$ cat config.mk
export PLATFORM = sky130hd
export DESIGN_NAME = mmx_rf_wb
export DESIGN_NICKNAME = d
export VERILOG_FILES = /design/src/rtl/mmx_rf_wb.sv
export SDC_FILE = /design/constraint.sdc
export NUM_CORES = 2
export LEC_CHECK = 0
export ABC_AREA = 1
export CORE_AREA = 2 2 243 364
export CTS_CLUSTER_DIAMETER = 50
export DETAILED_ROUTE_END_ITERATION = 10
export DIE_AREA = 0 0 245 366
export PLACE_DENSITY = 0.69
export SLEW_MARGIN = 20
export SYNTH_ARGS = -nofsm -noshare
export SYNTH_HDL_FRONTEND = slang
export SYNTH_SLANG_ARGS = --single-unit
$ cat constraint.sdc
create_clock -name clk -period 2.6 [get_ports clk]
set_input_delay 0.39 -clock clk [delete_from_list [all_inputs] [get_ports clk]]
set_output_delay 0.39 -clock clk [all_outputs]
set_load 0.005 [all_outputs]
$ cat src/rtl/mmx_rf_wb.sv
// MMX register file fed by an in-order writeback queue from alu3, with a priority load port and mm1/mm2 reads.
// Define MMX_WB_BYPASS_EN to forward queued results to the read ports; otherwise mm_busy reports read hazards.
module mmx_rf_wb #(
  parameter int DEPTH = 2,
  parameter int NREG  = 8
) (
  input  logic        clk,
  input  logic        rst,
  input  logic        wb_v,
  output logic        wb_rdy,
  input  logic [4:0]  wb_op,
  input  logic [2:0]  wb_dst,
  input  logic [63:0] alu_res3,
  input  logic        ld_we,
  input  logic [2:0]  ld_dst,
  input  logic [63:0] ld_wdata,
  input  logic [2:0]  rd1_idx,
  input  logic [2:0]  rd2_idx,
  output logic [63:0] mm1,
  output logic [63:0] mm2,
  output logic        mm_busy,
  output logic        ecx_we,
  output logic [31:0] ecx_wdata
);
  // Handshake: a result transfers on an edge where wb_v && wb_rdy; while wb_v && !wb_rdy the
  // producer holds wb_op/wb_dst/alu_res3 stable. wb_rdy never depends on wb_v.

  localparam int AW = $clog2(DEPTH);
  localparam int PW = AW + 1;
  localparam logic [4:0] OP_ECX = 5'b11000;

  logic [63:0]      rf_q     [NREG];
  logic [4:0]       q_op_q   [DEPTH];
  logic [2:0]       q_dst_q  [DEPTH];
  logic [63:0]      q_data_q [DEPTH];
  logic [DEPTH-1:0] q_live_q;

  logic [PW-1:0] wr_ptr_q, wr_ptr_d;
  logic [PW-1:0] rd_ptr_q, rd_ptr_d;
  logic          ecx_we_q, ecx_we_d;
  logic [31:0]   ecx_wdata_q, ecx_wdata_d;

  logic [PW-1:0]    count;
  logic [AW-1:0]    wr_slot, rd_slot;
  logic             empty, full, push, pop;
  logic             hd_live, hd_ecx, push_ecx, push_live;
  logic             commit_mmx, commit_ecx;
  logic [AW-1:0]    age_slot [DEPTH];
  logic [DEPTH-1:0] occ, mmx_live, kill;

  assign wr_slot  = wr_ptr_q[AW-1:0];
  assign rd_slot  = rd_ptr_q[AW-1:0];
  assign count    = wr_ptr_q - rd_ptr_q;
  assign empty    = (wr_ptr_q == rd_ptr_q);
  assign full     = (wr_ptr_q[PW-1] != rd_ptr_q[PW-1]) && (wr_slot == rd_slot);
  assign wb_rdy   = ~full;
  assign push     = wb_v && !full;
  // The load port owns the rf write port, so the head waits out every ld_we cycle.
  assign pop      = !empty && !ld_we;

  assign hd_live    = q_live_q[rd_slot];
  assign hd_ecx     = (q_op_q[rd_slot] == OP_ECX);
  assign commit_mmx = pop && hd_live && !hd_ecx;
  assign commit_ecx = pop && hd_live && hd_ecx;

  // A same-edge load to the same register is younger, so the new entry is born dead.
  assign push_ecx  = (wb_op == OP_ECX);
  assign push_live = !(ld_we && !push_ecx && (wb_dst == ld_dst));

  always_comb begin
    occ      = '0;
    mmx_live = '0;
    kill     = '0;
    for (int k = 0; k < DEPTH; k++) begin
      age_slot[k] = rd_slot + AW'(k);
    end
    for (int k = 0; k < DEPTH; k++) begin
      if (PW'(k) < count) occ[age_slot[k]] = 1'b1;
    end
    for (int s = 0; s < DEPTH; s++) begin
      mmx_live[s] = occ[s] && q_live_q[s] && (q_op_q[s] != OP_ECX);
      kill[s]     = ld_we && (q_op_q[s] != OP_ECX) && (q_dst_q[s] == ld_dst);
    end
  end

  always_comb begin
    wr_ptr_d    = wr_ptr_q;
    rd_ptr_d    = rd_ptr_q;
    ecx_we_d    = 1'b0;
    ecx_wdata_d = ecx_wdata_q;
    if (push) wr_ptr_d = wr_ptr_q + PW'(1);
    if (pop)  rd_ptr_d = rd_ptr_q + PW'(1);
    if (commit_ecx) begin
      ecx_we_d    = 1'b1;
      ecx_wdata_d = q_data_q[rd_slot][31:0];
    end
  end

  always_ff @(posedge clk or negedge rst) begin
    if (!rst) begin
      wr_ptr_q    <= '0;
      rd_ptr_q    <= '0;
      q_live_q    <= '0;
      ecx_we_q    <= 1'b0;
      ecx_wdata_q <= '0;
      for (int i = 0; i < NREG; i++) begin
        rf_q[i] <= '0;
      end
      for (int s = 0; s < DEPTH; s++) begin
        q_op_q[s]   <= '0;
        q_dst_q[s]  <= '0;
        q_data_q[s] <= '0;
      end
    end else begin
      wr_ptr_q    <= wr_ptr_d;
      rd_ptr_q    <= rd_ptr_d;
      ecx_we_q    <= ecx_we_d;
      ecx_wdata_q <= ecx_wdata_d;
      for (int s = 0; s < DEPTH; s++) begin
        if (kill[s]) q_live_q[s] <= 1'b0;
      end
      // Placed after the kill loop so a fresh push overrides a stale kill of its slot.
      if (push) begin
        q_op_q[wr_slot]   <= wb_op;
        q_dst_q[wr_slot]  <= wb_dst;
        q_data_q[wr_slot] <= alu_res3;
        q_live_q[wr_slot] <= push_live;
      end
      if (ld_we) begin
        rf_q[ld_dst] <= ld_wdata;
      end else if (commit_mmx) begin
        rf_q[q_dst_q[rd_slot]] <= q_data_q[rd_slot];
      end
    end
  end

  assign ecx_we    = ecx_we_q;
  assign ecx_wdata = ecx_wdata_q;

`ifdef MMX_WB_BYPASS_EN
  // Walk entries oldest to youngest so the youngest match wins; the load port beats everything.
  always_comb begin
    mm1     = rf_q[rd1_idx];
    mm2     = rf_q[rd2_idx];
    mm_busy = 1'b0;
    for (int k = 0; k < DEPTH; k++) begin
      if (mmx_live[age_slot[k]] && (q_dst_q[age_slot[k]] == rd1_idx)) mm1 = q_data_q[age_slot[k]];
      if (mmx_live[age_slot[k]] && (q_dst_q[age_slot[k]] == rd2_idx)) mm2 = q_data_q[age_slot[k]];
    end
    if (ld_we && (ld_dst == rd1_idx)) mm1 = ld_wdata;
    if (ld_we && (ld_dst == rd2_idx)) mm2 = ld_wdata;
  end
`else
  always_comb begin
    mm1     = (ld_we && (ld_dst == rd1_idx)) ? ld_wdata : rf_q[rd1_idx];
    mm2     = (ld_we && (ld_dst == rd2_idx)) ? ld_wdata : rf_q[rd2_idx];
    mm_busy = 1'b0;
    for (int s = 0; s < DEPTH; s++) begin
      if (mmx_live[s] && ((q_dst_q[s] == rd1_idx) || (q_dst_q[s] == rd2_idx))) mm_busy = 1'b1;
    end
  end
`endif

endmodule
Word level (Yosys, flattened, before mapping)
Cells that the tools add are included.
{"block": "totals", "register_bits": 695, "latch_bits": 0, "ram_bits": 0, "romBits": 0, "inputBits": 149, "out_inout_bits": 163, "wordCells": 150, "n_memories": 0}
{"block": "op_classes", "addsub": 4, "multipliers": 0, "div": 0, "order_cmp": 17, "eq_ne": 16, "shift": 0, "mux": 51, "bitwise_logic": 8, "reduce_logical": 35}
{"op": "512-bit bitwise mux", "count": 2}
{"op": "512-bit 2-to-1 mux", "count": 2}
{"op": "64-bit 2-to-1 mux", "count": 12}
{"op": "64-bit binary-select mux with 3-bit select", "count": 2}
{"op": "64-bit demux with 3-bit select", "count": 2}
{"op": "128-bit bitwise mux", "count": 1}
{"op": "64-bit demux with 1-bit select", "count": 1}
{"op": "3-bit equality test", "count": 9}
{"op": "1-bit logical AND", "count": 26}
{"op": "5-bit 2-to-1 mux", "count": 4}
{"op": "4-bit greater-or-equal comparator (second input constant)", "count": 4}
{"op": "3-bit inverter with 4-bit output", "count": 4}
{"op": "3-bit 2-to-1 mux", "count": 4}
{"op": "10-bit bitwise mux", "count": 1}
{"op": "5-bit equality test (second input constant)", "count": 2}
{"op": "1-bit 2-to-1 mux", "count": 10}
{"op": "5-bit != test (second input constant)", "count": 2}
{"op": "4-bit by 1-bit < comparator with 1-bit output (second input constant)", "count": 2}
{"op": "6-bit bitwise mux", "count": 1}
{"op": "1-bit zero test", "count": 6}
{"op": "1-bit by 2-bit < comparator with 1-bit output (second input constant)", "count": 3}
{"op": "2-bit 2-to-1 mux", "count": 3}
{"op": "5-bit demux with 1-bit select", "count": 1}
{"op": "2-bit by 1-bit adder with 2-bit output (second input constant)", "count": 2}
{"op": "17 further kinds", "count": 25}

Depth between registers and ports, before layout
{"block": "depth", "ltp_word": 12, "depth_mapped": 12, "ltp_nobuf": 10}

Least setup slack after synthesis
OpenSTA, ideal clock, no wires.
{"block": "synth_timing", "path_kind": "input-to-output", "from": "input port ld_dst[0]", "to": "output port mm1[0]", "arrival_time_ns": 1.586, "t_required_ns": 2.210, "setup_slack_ns": 0.624, "stages": 8, "n_path_buf": 3, "cell_sequence": "buf_2 > inv_2 > o22ai_1 > a21oi_1 > nand2_1 > buf_2 > buf_2 > o21ai_0"}
{"block": "synth_between", "elab_chain_cells": 3}
{"item": "from (decl)", "line_no": "15", "rtl": "input logic [2:0] ld_dst,"}
{"item": "3-bit equality test", "line_no": "155", "rtl": "mm1 = (ld_we && (ld_dst == rd1_idx)) ? ld_wdata : rf_q[rd1_idx];"}
{"item": "1-bit logical AND", "line_no": "155"}
{"item": "64-bit 2-to-1 mux", "line_no": "155"}
{"item": "to (decl)", "line_no": "19", "rtl": "output logic [63:0] mm1,"}
No other way between the ends.

Worst setup path after layout
{"block": "layout_timing", "from": "input port ld_dst[2]", "to": "output port mm1[4]"}
Same word-level chain as after synthesis.

==> flow_summary_export.csv <==
group,metric,value,unit
floorplan,ios,312,
routing,avgViaCountPerCell,6.12,
global_route,gr-total-overflow,0,
finish,drive_gt1_share,8.02,%
floorplan,chipHeight,366,um
cts,clockBufferDepth,3,
routing,post-route-drc-count,0,
finish,antenna_cells,0,
logic_synthesis,synthesis.area,46300,um^2
worst_setup_path,cp-start-kind,"input pin",
outcome,status,"finished clean",
finish,final_common_cell,"nand2_1",
floorplan,core_area,86400,um^2
finish,final_cell_mix,"nand2_1 (2584), nand3_1 (1426), dfrtp_1 (694)",
cts,clock-root-buffer,"clkbuf_16",
logic_synthesis,synthTopCellsByArea,"dfrtp_1 (38%), nand2_1 (21%), nand3_1 (16%), o21ai_0 (6.8%), o211ai_1 (4.2%)",
cts,cts.sinks,695,
sta,drv_slew,0,
floorplan,die_x,245,um
cts,cts_buffers,73,
sta,hold-worst-slack,245,ps
pwr,p_per_area,996,nW/um^2
cts,clk_latency,640,ps
finish,nets,7440,
floorplan,rows,132,
pwr,total_power,55.1,mW
worst_setup_path,crit_path_end_kind,"output pin",
routing,ant_nets,0,
place,dp_slack,-366,ps
place,dp_hpwl,117000,um
finish,fin_util,64.0,%
sta,fin_ws,45.0,ps
logic_synthesis,postSynthAreaPerCell,6.44,um^2
sta,finalCritPeriodShare,98.3,%
finish,n_fill_cell,7994,
cts,cts_tree,"built",
cts,h-tree-depth,3,
global_route,grt_pass1_wl,288000,um
worst_setup_path,cp_max_fo,36,
sta,setup_tns,0,ps
logic_synthesis,synth_seq_cells,695,
routing,drt_iter0_drc,6750,
logic_synthesis,ys_seq_area_share,37.6,%
sta,setup_violations,0,
routing,first_pass_iters,8,
floorplan,die_area,89700,um^2
pwr,p_leak,29.3,nW
logic_synthesis,syn-num-nets,7334,
sta,period_minus_slack,2550,ps
place,place.gp.congestion,0.915,
routing,avgRoutedWirePerCell,22.3,um
sta,fmax,391,MHz
sta,final-hold-violation-count,0,
flow_run,maxCapViolCount,0,
logic_synthesis,yosysTopAreaCellShare,37.6,%
routing,vias,51900,
global_route,antenna_found_initial,3,
sta,rsz0062_at_grt,"true",
global_route,grt_pass1_vias,48700,
global_route,track_usage,41.3,%
finish,area_delta_synth_final,19.5,%
sta,relSlewSlack,48.1,%
worst_setup_path,crit_required,2210,ps
routing,wirelength,189000,um
min_path,hold_path_class,"in -> reg",
logic_synthesis,synth_cell_types,30,
logic_synthesis,netlist_instances,7184,
worst_setup_path,crit_type,"in -> out",
worst_setup_path,crit_arrival,2160,ps
sta,tightestPinTransition,778,ps
global_route,grt_max_degree,119,
sta,finClkSkew,15.7,ps
floorplan,start_util,53.6,%
place,portBuffers,311,
cts,path_clk_slew,60,ps
pwr,peakVddDrop,1.15,mV
logic_synthesis,synth_top_cell_by_area,"dfrtp_1",
logic_synthesis,yosysWarnings,0,
## worst max-delay path, cell delays in order
cell             delay (ps)
clkdlybuf4s15_2         240
inv_2                   100
nand2_1                  50
a21oi_1                 130
buf_4                   140
nand2_4                  80
buf_4                   160
buf_12                  150
o21ai_0                 160
clkdlybuf4s50_1         520
## cell usage after synthesis
cell type / instances
xor2_1: 2
buf_4: 33
nand2_2: 9
nand4_1: 1
clkbuf_1: 300
buf_2: 250
a22oi_1: 1
o21ai_4: 1
buf_1: 66
o21ai_1: 2
a31oi_1: 1
a21oi_1: 265
xnor2_1: 14
nor2_2: 26
buf_6: 2
nor2_1: 95
dfrtp_1: 695
ha_1: 1
clkbuf_2: 1
nand2_1: 2598
o22ai_1: 4
inv_1: 486
o21ai_0: 628
or2_2: 1
and3_1: 1
nor3_1: 1
o21ai_2: 1
o211ai_1: 256
nand3_1: 1435
inv_2: 8
## power breakdown
part           switching (mW)  internal [mW]
sequential               2.73           15.0
combinational            18.0           8.13
clock                    4.75           6.49
## layer usage
layer / vias to the layer above / track usage, % / wire, um
li1: 23700 / - / -
met3: 843 / 8.88 / 22400
met1: 24000 / 52.0 / 68000
met2: 3377 / 64.1 / 84900
met4: 6 / 26.6 / 13800
met5: - / 0 / 40
## cell type report
class / instances / area (um^2) / share of cell area [%]
tap: 1139 / 1430 / 2.58
clock buffer: 104 / 2100 / 3.80
inverter: 494 / 1860 / 3.36
multi-input combinational: 5343 / 24400 / 44.0
sequential: 695 / 17400 / 31.4
clock inverter: 28 / 404 / 0.731
timing repair buffer: 683 / 7770 / 14.1
## per-stage QoR
step / std cells / instance area [um^2]
after floorplan: 7184 / 46300
after global placement: 8336 / 52300
after detailed placement: 8336 / 52300
after CTS: 8475 / 54900
after global routing: 8486 / 55300
final: 8486 / 55300
## state kept, by name (all words and copies together) (netlist names)
| register | flops |
|---|---|
| wr_ptr_q | 2 |
| ecx_wdata | 32 |
| rf_q | 512 |
| q_op_q | 10 |
| q_data_q | 128 |
| ecx_we | 1 |
| q_live_q | 2 |
| q_dst_q | 6 |
| rd_ptr_q | 2 |
## timing repair
action                                  4_1_cts  5_1_grt
pin swaps                                     3       13
endpoints found under the setup margin      130      118
gates resized for setup                      26       99
hold buffers                                  1        0
buffers inserted                              5        7
gates cloned                                  2        4
endpoints found under the hold margin        22        0
## path summary, 6_finish.rpt
path                       depth (start not counted)  slack (ps)           end         from
max in group asynchronous                          3        1340  q_data_q[52]          rst
min                                                5         250   rd_ptr_q[0]        ld_we
min in group asynchronous                          2         260     rf_q[131]          rst
max reg2reg                                        9         230     rf_q[241]  rd_ptr_q[0]
min reg2reg                                        2         470     rf_q[142]    rf_q[142]
max                                               10          50        mm1[4]    ld_dst[2]
## cells by family after synthesis
family	share of synthesized area [%]
compound gates	14.0
xor+xnor	0.303
fa+ha+maj	0.0270
buf+inv	10.3
flops	37.6
simple gates	37.9
No activity file was read; power rests on OpenSTA's default activity.
